$ cat src/rtl/rv_ctrl_pkg.sv
// rtl/rv_ctrl_pkg.sv - shared state, opcode and datapath-select encodings for the RV32 multicycle control
package rv_ctrl_pkg;

   typedef enum logic [3:0] {
      S_FETCH  = 4'd0,
      S_DECODE = 4'd1,
      S_MEMADR = 4'd2,
      S_MEMRD  = 4'd3,
      S_MEMWB  = 4'd4,
      S_MEMWR  = 4'd5,
      S_EXEC_R = 4'd6,
      S_ALUWB  = 4'd7,
      S_BRANCH = 4'd8,
      S_TRAP   = 4'd9
   } state_t;

   localparam logic [6:0] OPC_LOAD   = 7'b0000011;
   localparam logic [6:0] OPC_STORE  = 7'b0100011;
   localparam logic [6:0] OPC_BRANCH = 7'b1100011;
   localparam logic [6:0] OPC_RTYPE  = 7'b0110011;

   localparam logic [1:0] SRCA_PC    = 2'b00;
   localparam logic [1:0] SRCA_OLDPC = 2'b01;
   localparam logic [1:0] SRCA_RS1   = 2'b10;

   localparam logic [1:0] SRCB_RS2   = 2'b00;
   localparam logic [1:0] SRCB_FOUR  = 2'b01;
   localparam logic [1:0] SRCB_IMM   = 2'b10;

   localparam logic [1:0] ALU_ADD    = 2'b00;
   localparam logic [1:0] ALU_SUB    = 2'b01;
   localparam logic [1:0] ALU_FUNCT  = 2'b10;

   function automatic logic is_mem_op(input logic [6:0] opc);
      return (opc == OPC_LOAD) || (opc == OPC_STORE);
   endfunction

endpackage

$ cat src/rtl/mem_wait_timer.sv
// rtl/mem_wait_timer.sv - counts memory wait cycles and flags a timeout
// MEM_TIMEOUT = 0 disables the timeout; the counter then saturates harmlessly.
module mem_wait_timer #(
   parameter int WAIT_CNT_W  = 8,
   parameter int MEM_TIMEOUT = 0
) (
   input  logic clk,
   input  logic rst_n,
   input  logic clear,
   input  logic waiting,
   output logic timeout
);

   localparam logic [WAIT_CNT_W-1:0] LIMIT = WAIT_CNT_W'(MEM_TIMEOUT);

   logic [WAIT_CNT_W-1:0] r_count;

   always_ff @(posedge clk or negedge rst_n) begin
      if (!rst_n) begin
         r_count <= '0;
      end else if (clear) begin
         r_count <= '0;
      end else if (waiting && (r_count != '1)) begin
         r_count <= r_count + 1'b1;
      end
   end

   assign timeout = (MEM_TIMEOUT != 0) && (r_count == LIMIT);

endmodule

$ cat src/rtl/multicycle_control.sv
// rtl/multicycle_control.sv - Moore control FSM sequencing the multicycle RV32 datapath
// Optional illegal-opcode trap state and illegal_instr port under MCCTRL_ILLEGAL_TRAP_EN.
module multicycle_control
   import rv_ctrl_pkg::*;
#(
   parameter int WAIT_CNT_W  = 8,
   parameter int MEM_TIMEOUT = 0
) (
   input  logic       clk,
   input  logic       rst_n,
   input  logic [6:0] opcode,
   input  logic       zero,
   input  logic       mem_ready,
   output logic       mem_req,
   output logic       mem_we,
   output logic       addr_sel,
   output logic       ir_write,
   output logic       pc_write,
   output logic       pc_src,
   output logic       reg_write,
   output logic       wb_sel,
   output logic [1:0] alu_src_a,
   output logic [1:0] alu_src_b,
   output logic [1:0] alu_op,
   output logic       mem_err,
`ifdef MCCTRL_ILLEGAL_TRAP_EN
   output logic       illegal_instr,
`endif
   output logic [3:0] state_o
);

   state_t     r_state;
   state_t     w_next;
   logic       r_hold;
   logic       w_timeout;
   logic       w_timeout_hit;
   logic       w_clear;
   logic       w_mem_req;
   logic       w_mem_we;
   logic       w_addr_sel;
   logic       w_ir_write;
   logic       w_pc_write;
   logic       w_pc_src;
   logic       w_reg_write;
   logic       w_wb_sel;
   logic [1:0] w_alu_src_a;
   logic [1:0] w_alu_src_b;
   logic [1:0] w_alu_op;
`ifdef MCCTRL_ILLEGAL_TRAP_EN
   logic       w_illegal;
`endif

   always_ff @(posedge clk or negedge rst_n) begin
      if (!rst_n) begin
         r_state <= S_FETCH;
         r_hold  <= 1'b0;
      end else begin
         r_state <= w_next;
         r_hold  <= w_timeout_hit;
      end
   end

   // r_hold keeps mem_req low for the one cycle after a timeout so the retried fetch is a fresh request.
   always_comb begin
      w_next        = r_state;
      w_mem_req     = 1'b0;
      w_mem_we      = 1'b0;
      w_addr_sel    = 1'b0;
      w_ir_write    = 1'b0;
      w_pc_write    = 1'b0;
      w_pc_src      = 1'b0;
      w_reg_write   = 1'b0;
      w_wb_sel      = 1'b0;
      w_alu_src_a   = SRCA_PC;
      w_alu_src_b   = SRCB_RS2;
      w_alu_op      = ALU_ADD;
      w_timeout_hit = 1'b0;
`ifdef MCCTRL_ILLEGAL_TRAP_EN
      w_illegal     = 1'b0;
`endif
      case (r_state)
         S_FETCH: begin
            w_mem_req   = !r_hold;
            w_alu_src_a = SRCA_PC;
            w_alu_src_b = SRCB_FOUR;
            w_alu_op    = ALU_ADD;
            if (w_mem_req && mem_ready) begin
               w_ir_write = 1'b1;
               w_pc_write = 1'b1;
               w_next     = S_DECODE;
            end
         end
         S_DECODE: begin
            w_alu_src_a = SRCA_OLDPC;
            w_alu_src_b = SRCB_IMM;
            if (is_mem_op(opcode))          w_next = S_MEMADR;
            else if (opcode == OPC_RTYPE)   w_next = S_EXEC_R;
            else if (opcode == OPC_BRANCH)  w_next = S_BRANCH;
`ifdef MCCTRL_ILLEGAL_TRAP_EN
            else                            w_next = S_TRAP;
`else
            else                            w_next = S_FETCH;
`endif
         end
         S_MEMADR: begin
            w_alu_src_a = SRCA_RS1;
            w_alu_src_b = SRCB_IMM;
            w_next      = (opcode == OPC_LOAD) ? S_MEMRD : S_MEMWR;
         end
         S_MEMRD: begin
            w_mem_req  = 1'b1;
            w_addr_sel = 1'b1;
            if (mem_ready) w_next = S_MEMWB;
         end
         S_MEMWB: begin
            w_reg_write = 1'b1;
            w_wb_sel    = 1'b1;
            w_next      = S_FETCH;
         end
         S_MEMWR: begin
            w_mem_req  = 1'b1;
            w_mem_we   = 1'b1;
            w_addr_sel = 1'b1;
            if (mem_ready) w_next = S_FETCH;
         end
         S_EXEC_R: begin
            w_alu_src_a = SRCA_RS1;
            w_alu_src_b = SRCB_RS2;
            w_alu_op    = ALU_FUNCT;
            w_next      = S_ALUWB;
         end
         S_ALUWB: begin
            w_reg_write = 1'b1;
            w_next      = S_FETCH;
         end
         S_BRANCH: begin
            w_alu_src_a = SRCA_RS1;
            w_alu_src_b = SRCB_RS2;
            w_alu_op    = ALU_SUB;
            w_pc_src    = 1'b1;
            w_pc_write  = zero;
            w_next      = S_FETCH;
         end
`ifdef MCCTRL_ILLEGAL_TRAP_EN
         S_TRAP: begin
            w_alu_src_a = SRCA_PC;
            w_illegal   = 1'b1;
         end
`endif
         default: w_next = S_FETCH;
      endcase
      // A completing mem_ready always beats the timeout.
      if (w_mem_req && !mem_ready && w_timeout) begin
         w_timeout_hit = 1'b1;
         w_next        = S_FETCH;
      end
   end

   assign w_clear = (w_next != r_state) || w_timeout_hit;

   mem_wait_timer #(
      .WAIT_CNT_W  (WAIT_CNT_W),
      .MEM_TIMEOUT (MEM_TIMEOUT)
   ) u_mem_wait_timer (
      .clk     (clk),
      .rst_n   (rst_n),
      .clear   (w_clear),
      .waiting (w_mem_req && !mem_ready),
      .timeout (w_timeout)
   );

   assign mem_req   = rst_n & w_mem_req;
   assign mem_we    = rst_n & w_mem_we;
   assign addr_sel  = rst_n & w_addr_sel;
   assign ir_write  = rst_n & w_ir_write;
   assign pc_write  = rst_n & w_pc_write;
   assign pc_src    = rst_n & w_pc_src;
   assign reg_write = rst_n & w_reg_write;
   assign wb_sel    = rst_n & w_wb_sel;
   assign alu_src_a = rst_n ? w_alu_src_a : 2'b00;
   assign alu_src_b = rst_n ? w_alu_src_b : 2'b00;
   assign alu_op    = rst_n ? w_alu_op    : 2'b00;
   assign mem_err   = rst_n & w_timeout_hit;
   assign state_o   = r_state;
`ifdef MCCTRL_ILLEGAL_TRAP_EN
   assign illegal_instr = rst_n & w_illegal;
`endif

endmodule

$ cat config.mk
export PLATFORM = sky130hd
export DESIGN_NAME = multicycle_control
export DESIGN_NICKNAME = d
export VERILOG_FILES = /design/src/rtl/rv_ctrl_pkg.sv /design/src/rtl/mem_wait_timer.sv /design/src/rtl/multicycle_control.sv
export SDC_FILE = /design/constraint.sdc
export NUM_CORES = 1
export LEC_CHECK = 0
export BUFFER_PORTS_ARGS = -buffer_cell sky130_fd_sc_hd__buf_2
export CAP_MARGIN = 20
export CORE_UTILIZATION = 46
export CTS_CLUSTER_SIZE = 28
export DETAILED_ROUTE_END_ITERATION = 10
export HOLD_SLACK_MARGIN = 0.08
export PLACE_DENSITY = 0.75
export SLEW_MARGIN = 20
export SYNTH_ARGS = -nofsm -noshare
export SYNTH_HDL_FRONTEND = slang
export SYNTH_HIERARCHICAL = 1
export SYNTH_SLANG_ARGS = --single-unit
export TNS_END_PERCENT = 30
$ cat constraint.sdc
create_clock -name clk -period 1.63 [get_ports clk]
set_input_delay 0.163 -clock clk [delete_from_list [all_inputs] [get_ports clk]]
set_output_delay 0.163 -clock clk [all_outputs]
set_load 0.01 [all_outputs]
==> impl_summary.log, run 1 <==
INFO  metric outcome = finished clean
INFO  metric cts_made_buffers = 3
INFO  metric commonest_cells_after_routing_fill_and_taps_aside = sky130_fd_sc_hd__buf_2 (27), sky130_fd_sc_hd__nor2_1 (12), sky130_fd_sc_hd__buf_4 (9)
INFO  metric syn-num-nets = just over 90
INFO  metric synth_area_per_cell = 7.46 µm²
INFO  metric grt_start_max_net_pins = 13
INFO  metric drt_drc_violations_left = 0
INFO  metric die_w = 38.5 µm
INFO  metric via_count_of_the_first_global_routing_pass = around 610
INFO  metric clock_sink_count = 5
INFO  metric number_of_ports_placed_on_the_die_boundary = 30
INFO  metric core_area = 1170 µm²
INFO  metric grt_overflow = 0
INFO  metric grt_setup_unrepaired = true
INFO  metric post_drt_via_cell_ratio = around 5.7
INFO  metric detail-route-antenna-nets = 0
INFO  metric grt_first_pass_wirelength = 2540 µm
INFO  metric combinational_fraction_of_design_power = 37.6%
INFO  metric chipHeight = 38.5 µm
INFO  metric slew_violations = 0
INFO  metric clock_power_share = 32.3%
INFO  metric hold_class = in2reg
INFO  metric period_share = approximately 100%
INFO  metric r2r_cells = 5
INFO  metric clock_skew = 0.00701 ns
INFO  metric timing.hold.ws = ~0.10 ns
INFO  metric layout-drive-gt1-share = 45.3%
INFO  metric grt_antenna_before_repair = 0
INFO  metric grt.total_usage = between 20% and 30%
INFO  metric gp_routability_congestion = 0.826
INFO  metric hold_viol_final = 0
INFO  metric placementRows = 12
INFO  metric clkSlewWorstSetupHoldPaths = 0.05 ns
INFO  metric cp.buffers_inverters = 2
INFO  metric clock_insertion_delay_worst_skew = 0.25 ns
INFO  metric initial_core_util = 52.2%
INFO  metric clk_path_buf_depth = 2
INFO  metric final-setup-viol-count = 0
INFO  metric hpwlAfterDp = 1230 µm
INFO  metric final_util = 71.7%
INFO  metric timing.critical_path.from_type = register
INFO  metric internal_power = 0.308 mW
INFO  metric timing.critical_path.cells = buf_4, xor2_1, a21oi_1, nor2_1, buf_2
INFO  metric final_nets = ~130
INFO  metric crit_cells = 5
INFO  metric sw_frac_of_total = 33.3%
INFO  metric power_leakage = approximately 0.44 nW
INFO  metric dieArea = ~1500 µm²
INFO  metric powerDensity = between 500 and 600 nW/µm²
INFO  metric power.switching = ~0.15 mW
INFO  metric end_kind = output pin
INFO  metric multi_input_area = 424 µm²
INFO  metric critical_path.slowest_cell = sky130_fd_sc_hd__dfrtp_1
INFO  metric routedWlPerCell = about 14 µm
INFO  metric cp_data_arrival_time = roughly 1.5 ns
INFO  metric worst_ep_required_time = between 1 and 1.5 ns
INFO  metric clock_root_buffer = sky130_fd_sc_hd__clkbuf_4
INFO  metric totalWireLength = 1840 µm
INFO  metric synth-warning-count = 6
INFO  metric htree_num_levels = 1
INFO  metric final.min_clock_period = between 1.5 and 2 ns
INFO  metric sequential_cell_area = 129 µm²
INFO  metric path_class = reg2out
INFO  metric whs_path_depth = 2
INFO  metric maxCapViolCount = 0
INFO  metric flow.area_growth_from_synthesis = 37.2%
INFO  metric post_synth_inst_count = 82
INFO  metric layout.cells.most_common = sky130_fd_sc_hd__buf_2
INFO  metric critPathMaxStageDelay = 0.40 ns
INFO  metric diodes_inserted = 0
INFO  metric critical-path-top-delay-family = flip-flops
INFO  metric fillerInstances = 108
INFO  metric power.sequential.fraction = 30.1%
INFO  metric port_buffers = 28
INFO  metric power.ir.vdd_worst = roughly 410 µV
INFO  metric critPathMaxFanout = 8
INFO  metric dr.first_iter.drc_count = 18
INFO  metric tritoncts = done
INFO  metric maxClockFrequency = around 0.6 GHz
INFO  metric syn-cell-area = 612 µm²
INFO  metric first_pass_iters = 4
INFO  metric route.vias.total = 752
-- registers in the layout, indices dropped and copies added, names as in the netlist --
register / flops
state_o: 4
r_hold: 1
-- cell type report --
cell class                      count  share of cell area, %
Clock buffer                        4                   3.13
Inverter                            6                   2.68
Multi-Input combinational cell     64                   50.5
Sequential cell                     5                   15.4
Tap cell                           14                   2.09
Timing Repair Buffer               38                   26.2
-- path summary, 6_finish.rpt --
kind / start / endpoint / slack [ns]
worst max register to register: state_o[0] / state_o[0] / 0.12
worst min-delay path: opcode[4] / state_o[3] / 0.10
worst min register to register: state_o[3] / state_o[1] / 0.57
worst max-delay path: state_o[1] / mem_req / 0.0001
min in group asynchronous: rst_n / state_o[2] / 0.30
max in group asynchronous: rst_n / state_o[0] / 1.16
-- worst register-to-register path: cells and delay by family (launching register included) --
| kind | cells | cell delay (ns) |
|---|---|---|
| and+or+nand+nor | 1 | 0.54 |
| DFF | 1 | 0.42 |
| buffers and inverters | 2 | 0.23 |
| AOI/OAI and AO/OA | 2 | 0.26 |
-- power by group through the flow --
stage               Sequential [mW]  Clock [mW]  Combinational [mW]
finish                        0.139       0.149               0.174
detailed placement            0.145           0               0.141
global route                  0.139       0.158               0.190
global placement              0.145           0               0.138
CTS                           0.144       0.151               0.143
floorplan                     0.141           0              0.0949
-- metrics by stage --
| stage | instances | power (mW) | setup WS [ns] | TNS [ns] | instance area [µm²] |
|---|---|---|---|---|---|
| after floorplan | 82 | 0.235 | 0.236 | 0 | 612 |
| after detailed placement | 123 | 0.286 | 0.209 | 0 | 763 |
| after global routing | 131 | 0.487 | -0.0583 | -0.139 | 840 |
| after global placement | 123 | 0.282 | 0.220 | 0 | 763 |
| after CTS | 128 | 0.439 | -0.0204 | -0.0204 | 803 |
| final | 131 | 0.462 | 0.000102 | 0 | 840 |
-- metal layers --
layer  up-vias  routed length (µm)  global-route usage (%)
met5         -                   0                       0
met4         0                  25                    8.62
met3         4                 119                    5.23
met2        37                 911                    41.5
met1       351                 782                    31.0
li1        360                   -                       -
-- repair_timing --
action / CTS / global route
pin swaps: 0 / 0
gates resized for setup: 3 / 4
endpoints found under the hold margin: 5 / 0
hold buffers: 1 / 0
setup endpoints to repair: 5 / 10
buffers inserted: 0 / 3
No activity file was read; power rests on OpenSTA's default activity.
==> run 2, diff against run 1 <==
--- a/config.mk
+++ b/config.mk
@@ -7,11 +7,12 @@
 export LEC_CHECK = 0
 export BUFFER_PORTS_ARGS = -buffer_cell sky130_fd_sc_hd__buf_2
 export CAP_MARGIN = 20
-export CORE_UTILIZATION = 46
+export CORE_MARGIN = 10
+export CORE_UTILIZATION = 49
 export CTS_CLUSTER_SIZE = 28
 export DETAILED_ROUTE_END_ITERATION = 10
 export HOLD_SLACK_MARGIN = 0.08
-export PLACE_DENSITY = 0.75
+export PLACE_DENSITY = 0.8
 export SLEW_MARGIN = 20
 export SYNTH_ARGS = -nofsm -noshare
 export SYNTH_HDL_FRONTEND = slang
==> constraint.sdc (replaced) <==
create_clock -name clk -period 1.91 [get_ports clk]
set_input_delay 0.191 -clock clk [delete_from_list [all_inputs] [get_ports clk]]
set_output_delay 0.191 -clock clk [all_outputs]
set_load 0.01 [all_outputs]
==> run 2 against run 1 <==
  * Clock power decreased by 18%
  * First-iteration DRC count increased by 17%
  * Die area increased by 110%
  * Critical path depth unchanged
  * Largest power group is now sequential cells
  * Highest routed layer unchanged
==> impl_summary.log, run 2 (synthesis results as in run 1) <==
INFO  metric route.vias.total = 705 (-6.3%)
INFO  metric timing.critical_path.cells = dlygate4sd3_1, buf_2, nand3_1, nor3_1, buf_2
INFO  metric hold_viol_final = 0 (unchanged)
INFO  metric cp_data_arrival_time = 1.53 ns (+0.06 ns)
INFO  metric tritoncts = done
INFO  metric cts_made_buffers = 3 (unchanged)
INFO  metric commonest_cells_after_routing_fill_and_taps_aside = sky130_fd_sc_hd__buf_2 (28), sky130_fd_sc_hd__nor2_1 (12), sky130_fd_sc_hd__nand2_1 (6), sky130_fd_sc_hd__nor3_1 (6), sky130_fd_sc_hd__inv_1 (5)
INFO  metric post-cts-setup-buffer-count = 0 (unchanged)
INFO  metric layout-drive-gt1-share = 37.3% (-8.0 points)
INFO  metric via_count_of_the_first_global_routing_pass = 672 (+11%)
INFO  metric grt_overflow = 0 (unchanged)
INFO  metric hpwlAfterDp = 1460 µm (+18%)
INFO  metric grt_antenna_before_repair = 0 (unchanged)
INFO  metric dr.first_iter.drc_count = 21 (+3)
INFO  metric detail-route-antenna-nets = 0 (unchanged)
INFO  metric detailed_place.area = 733 µm² (-3.9%)
INFO  metric period_share = 89.9%
INFO  metric grt_first_pass_wirelength = 3090 µm (+22%)
INFO  metric clkSlewWorstSetupHoldPaths = 0.04 ns (about the same)
INFO  metric power.ir.vdd_worst = 314 µV (-23%)
INFO  metric end_kind = output pin
INFO  metric cp.buffers_inverters = 3 (+1)
INFO  metric powerDensity = 468 nW/µm² (-15%)
INFO  metric clock_sink_count = 5 (unchanged)
INFO  metric critPathMaxStageDelay = 0.52 ns (+0.12 ns)
INFO  metric clock_skew = 0.0000947 ns (-0.00692 ns)
INFO  metric chipHeight = 55.3 µm (+44%)
INFO  metric critPathMaxFanout = 12 (+4)
INFO  metric drt_drc_violations_left = 0 (unchanged)
INFO  metric crit_start = rst_n
INFO  metric routedWlPerCell = 15.0 µm (+6.8%)
INFO  metric maxClockFrequency = 0.583 GHz
INFO  metric layout.cells.most_common = sky130_fd_sc_hd__buf_2
INFO  metric holdCritStartpoint = opcode[4]
INFO  metric critical_path.slowest_cell = sky130_fd_sc_hd__dlygate4sd3_1
INFO  metric critical-path-top-delay-family = buffers and inverters
INFO  metric slew_violations = 0 (unchanged)
INFO  metric post_drt_via_cell_ratio = 5.69 (-0.96%)
INFO  metric grt_setup_unrepaired = false
INFO  metric grt_start_max_net_pins = 20 (+7)
INFO  metric fin_tns_setup = 0 ns (unchanged)
INFO  metric die_w = 55.3 µm (+44%)
INFO  metric final-setup-viol-count = 0 (unchanged)
INFO  metric totalWireLength = 1860 µm (+1.1%)
INFO  metric timing.critical_path.from_type = input port
INFO  metric flow.area_growth_from_synthesis = 26.0%
INFO  metric hold_class = in2reg
INFO  metric clock_root_buffer = sky130_fd_sc_hd__clkbuf_4
INFO  metric crit-reg2reg-launch = state_o[0]
INFO  metric largest_reg_flops = 4 (unchanged)
INFO  metric dieArea = 3060 µm² (+110%)
INFO  metric placementRows = 12 (unchanged)
INFO  metric final_nets = 122 (-5.4%)
INFO  metric htree_num_levels = 1 (unchanged)
INFO  metric grt.total_usage = 11.9% (-13 points)
INFO  metric outcome = finished clean
INFO  metric diodes_inserted = 0 (unchanged)
INFO  metric number_of_ports_placed_on_the_die_boundary = 30 (unchanged)
INFO  metric initial_core_util = 53.6% (+1.4 points)
INFO  metric most_common_cell_type_on_the_critical_path = sky130_fd_sc_hd__buf_2
INFO  metric power.total = 0.361 mW (-22%)
INFO  metric maxCapViolCount = 0 (unchanged)
INFO  metric worst_ep_required_time = 1.72 ns (+0.25 ns)
INFO  metric core_area = 1140 µm² (-2.6%)
INFO  metric gp_routability_congestion = 0.942 (+14%)
INFO  metric final.min_clock_period = 1.72 ns
INFO  metric port_buffers = 28 (unchanged)
INFO  metric clock_insertion_delay_worst_skew = 0.24 ns (about the same)
INFO  metric layoutNonFillerInstCount = 124 (-5.3%)
INFO  metric first_pass_iters = 4 (unchanged)
INFO  metric power_leakage = 0.398 nW (-8.8%)
INFO  metric placed_cells = 119 (-3.3%)
INFO  metric clk_path_buf_depth = 2 (unchanged)
INFO  metric path_class = in2out
INFO  metric stdcell_area = 771 µm² (-8.2%)
## run 2: metal layers
layer	global-route usage, %	part of all wire (%)
met1	11.9	39
met2	19.3	49
met3	6.83	8.9
met4	6.29	2.9
met5	0	0
## run 2: worst paths after layout
path                              end  slack (ns)  cells past startpoint
setup / recovery               wb_sel        0.19                      5
hold / removal             state_o[3]        0.15                      2
setup reg to reg           state_o[2]        0.22                      4
hold reg to reg            state_o[1]        0.62                      2
max in group asynchronous  state_o[2]        1.37                      2
min in group asynchronous  state_o[0]        0.34                      2
## run 2: cell type report
class,count,area [µm²]
clock buffers,4,26.3
fillers,109,370
inverters,6,22.5
multi-input cells,64,413
flip-flops and latches,5,126
well taps,14,17.5
repair buffers,31,165
## run 2: power by group
part	leakage, nW	switching (mW)	total (mW)	internal, mW
sequential	0.0664	0.0146	0.126	0.111
clock	0.0150	0.0426	0.122	0.0789
combinational	0.317	0.0603	0.113	0.0532
## run 2: per-stage QoR
stage          utilization [%]  hold slack [ns]  worst slack (ns)
2_1_floorplan                -           -0.105             0.488
3_3_place_gp              64.3           0.0517             0.387
3_5_place_dp              64.3           0.0547             0.293
4_1_cts                   67.4            0.143             0.137
5_1_grt                   67.5            0.142            0.0636
6_report                  67.5            0.154             0.194
## run 2: timing repair
action | in CTS | in global routing
gates resized for setup | 0 | 1
hold endpoints to repair | 5 | 0
setup endpoints to repair | 0 | 1
hold buffers | 1 | 0
## run 2: worst register-to-register path, delay by kind of cell (launching register included)
kind / cells / cell delay, ns
and+or+nand+nor: 1 / 0.19
AOI/OAI and AO/OA: 3 / 0.80
DFF: 1 / 0.61
==> run 3, diff against run 2 <==
--- a/config.mk
+++ b/config.mk
@@ -7,7 +7,7 @@
 export LEC_CHECK = 0
 export BUFFER_PORTS_ARGS = -buffer_cell sky130_fd_sc_hd__buf_2
 export CAP_MARGIN = 20
-export CORE_MARGIN = 10
+export CORE_MARGIN = 2
 export CORE_UTILIZATION = 49
 export CTS_CLUSTER_SIZE = 28
 export DETAILED_ROUTE_END_ITERATION = 10
==> run 3 against run 2 <==
  * Register-to-register slack worse by 0.04 ns
  * Global-route usage up 11 points
  * Setup slack worse by 0.014 ns
  * Critical path depth down 2
  * Total power down 1.2%
  * Maximum frequency down 0.79%
  * Final cell count unchanged
  * Worst hold slack better by 0.00063 ns
  * Utilization down 0.11 points
  * Cell area down 0.16%
  * Largest cell class unchanged
  * Highest routed layer unchanged
==> impl_summary.log, run 3 (synthesis results as in run 1) <==
INFO  metric powerDensity = 463 nW/µm² (-1.0%)
INFO  metric combinational_fraction_of_design_power = 30.9% (-0.5 points)
INFO  metric grt_start_max_net_pins = 20 (unchanged)
INFO  metric critical_path.slowest_cell = sky130_fd_sc_hd__dfrtp_1
INFO  metric layout-drive-gt1-share = 36.4% (-0.91 points)
INFO  metric largest_reg_flops = 4 (unchanged)
INFO  metric grt_overflow = 0 (unchanged)
INFO  metric internal_power = 0.243 mW (-0.13%)
INFO  metric post_drt_via_cell_ratio = 5.65 (-0.71%)
INFO  metric detail-route-antenna-nets = 0 (unchanged)
INFO  metric routedWlPerCell = 12.5 µm (-16%)
INFO  metric chipHeight = 39.3 µm (-29%)
INFO  metric hpwlAfterDp = 1190 µm (-18%)
INFO  metric die_w = 39.3 µm (-29%)
INFO  metric clkSlewWorstSetupHoldPaths = 0.04 ns (about the same)
INFO  metric clock_root_buffer = sky130_fd_sc_hd__clkbuf_4
INFO  metric critical_path.endpoint = wb_sel
INFO  metric flow.area_growth_from_synthesis = 25.8%
INFO  metric htree_num_levels = 1 (unchanged)
INFO  metric via_count_of_the_first_global_routing_pass = 565 (-16%)
INFO  metric grt_first_pass_wirelength = 2390 µm (-23%)
INFO  metric core_area = 1140 µm² (unchanged)
INFO  metric r2r_cells = 4 (unchanged)
INFO  metric hold_class = in2reg
INFO  metric sw_frac_of_total = 31.9% (-0.71 points)
INFO  metric clock_sink_count = 5 (unchanged)
INFO  metric dr.first_iter.drc_count = 22 (+4.8%)
INFO  metric totalWireLength = 1550 µm (-16%)
INFO  metric period_share = 90.6% (+0.71 points)
INFO  metric cp_data_arrival_time = 1.54 ns (about the same)
INFO  metric maxClockFrequency = 0.578 GHz (-0.79%)
INFO  metric initial_core_util = 53.6% (unchanged)
INFO  metric port_buffers = 28 (unchanged)
INFO  metric path_class = reg2out
INFO  metric maxCapViolCount = 0 (unchanged)
INFO  metric route.vias.total = 700 (-0.71%)
INFO  metric clock_skew = 0.000334 ns (+0.000240 ns)
INFO  metric grt_antenna_before_repair = 0 (unchanged)
INFO  metric slew_violations = 0 (unchanged)
INFO  metric dieArea = 1550 µm² (-49%)
INFO  metric final.min_clock_period = 1.73 ns (+0.0136 ns)
INFO  metric post-cts-setup-buffer-count = 0 (unchanged)
INFO  metric power.ir.vdd_worst = 343 µV (+9.2%)
INFO  metric clock_insertion_delay_worst_skew = 0.23 ns (about the same)
INFO  metric final-setup-viol-count = 0 (unchanged)
INFO  metric placementRows = 12 (unchanged)
INFO  metric setup.reg_to_reg.worst_slack = 0.18 ns (-0.04 ns)
INFO  metric grt.total_usage = 22.8% (+11 points)
INFO  metric worst_ep_required_time = 1.72 ns (about the same)
INFO  metric critPathMaxStageDelay = 0.68 ns (+0.16 ns)
INFO  metric timing.critical_path.cells = nand3_1, nor3_1, buf_2
INFO  metric power_leakage = 0.400 nW (+0.42%)
INFO  metric end_kind = output pin
INFO  metric final_nets = 122 (unchanged)
INFO  metric clock_power_share = 33.7% (about the same)
INFO  metric fin_tns_setup = 0 ns (unchanged)
INFO  metric outcome = finished clean
INFO  metric regToRegEndpoint = state_o[2]
INFO  metric crit-reg2reg-launch = state_o[0]
INFO  metric drt_drc_violations_left = 0 (unchanged)
INFO  metric worst-slew-pin-transition = 0.548 ns
INFO  metric grt_setup_unrepaired = false
INFO  metric hold_viol_final = 0 (unchanged)
INFO  metric critPathMaxFanout = 19 (+7)
INFO  metric tritoncts = done
INFO  metric holdCritStartpoint = opcode[4]
INFO  metric timing.critical_path.from_type = register
INFO  metric number_of_ports_placed_on_the_die_boundary = 30 (unchanged)
INFO  metric first_pass_iters = 4 (unchanged)
INFO  metric crit_start = state_o[2]
INFO  metric power.switching = 0.114 mW (-3.3%)
INFO  metric commonest_cells_after_routing_fill_and_taps_aside = sky130_fd_sc_hd__buf_2 (28), sky130_fd_sc_hd__nor2_1 (12), sky130_fd_sc_hd__nand2_1 (6), sky130_fd_sc_hd__nor3_1 (6)
INFO  metric gp_routability_congestion = 0.844 (-10%)
INFO  metric power.sequential.fraction = 35.4% (+0.5 points)
INFO  metric clk_path_buf_depth = 2 (unchanged)
INFO  metric cts_made_buffers = 3 (unchanged)
INFO  metric maxSlewHeadroom = a little under two thirds
INFO  metric final_util = 67.4% (-0.11 points)
INFO  metric diodes_inserted = 0 (unchanged)
INFO  metric layout.cells.most_common = sky130_fd_sc_hd__buf_2
==> run 3: cell types whose count changed in the layout (fill, tap and decap cells not counted) <==
cell	before	now
sky130_fd_sc_hd__dfrtp_1	4	5
sky130_fd_sc_hd__dfrtp_2	1	0
==> run 3: worst min-delay path by stage <==
stage,end,slack [ns],cells past startpoint
final,state_o[3],0.15,2
after global routing,state_o[3],0.16,2
after CTS,state_o[3],0.15,2
after detailed placement,state_o[2],0.05,1
after global placement,state_o[0],0.06,1
after floorplan,r_hold,-0.10,0
==> run 3: critical path, delay by kind of cell (launching register included) <==
family | cells | cell delay (ns)
AND/OR/NAND/NOR | 2 | 0.46
buffers and inverters | 1 | 0.16
flip-flops | 1 | 0.68
==> run 3: cell type report <==
class                           instances  area, µm²
Fill cell                             111        372
Multi-Input combinational cell         64        413
Inverter                                6       22.5
Timing Repair Buffer                   31        165
Sequential cell                         5        125
Clock buffer                            4       26.3
Tap cell                               14       17.5
==> run 3: layer usage <==
metal	vias up	share of wire (%)	track usage (%)
met3	5	7.7	3.41
met1	310	43	27.9
li1	351	-	-
met5	-	0	0
met4	0	0.77	5.17
met2	34	48	41.3
==> run 3: power groups by stage <==
stage | Clock, mW | Combinational [mW] | Sequential [mW]
2_1_floorplan | 0 | 0.0810 | 0.120
3_3_place_gp | 0 | 0.107 | 0.126
3_5_place_dp | 0 | 0.107 | 0.127
4_1_cts | 0.124 | 0.110 | 0.126
5_1_grt | 0.134 | 0.122 | 0.128
6_report | 0.120 | 0.110 | 0.126
==> run 3: through the flow <==
stage	power, mW	area, µm²	instances	setup WS [ns]	hold slack (ns)
floorplan	0.201	612	82	0.488	-0.105
global placement	0.233	733	119	0.388	0.0571
detailed placement	0.235	733	119	0.254	0.0521
CTS	0.360	769	124	0.168	0.149
global route	0.384	769	124	0.0172	0.161
finish	0.357	769	124	0.180	0.155
==> run 3: repair_timing <==
item / 4_1_cts / 5_1_grt
gates resized for setup: 0 / 0
endpoints found under the hold margin: 5 / 0
endpoints found under the setup margin: 0 / 0
hold buffers: 1 / 0
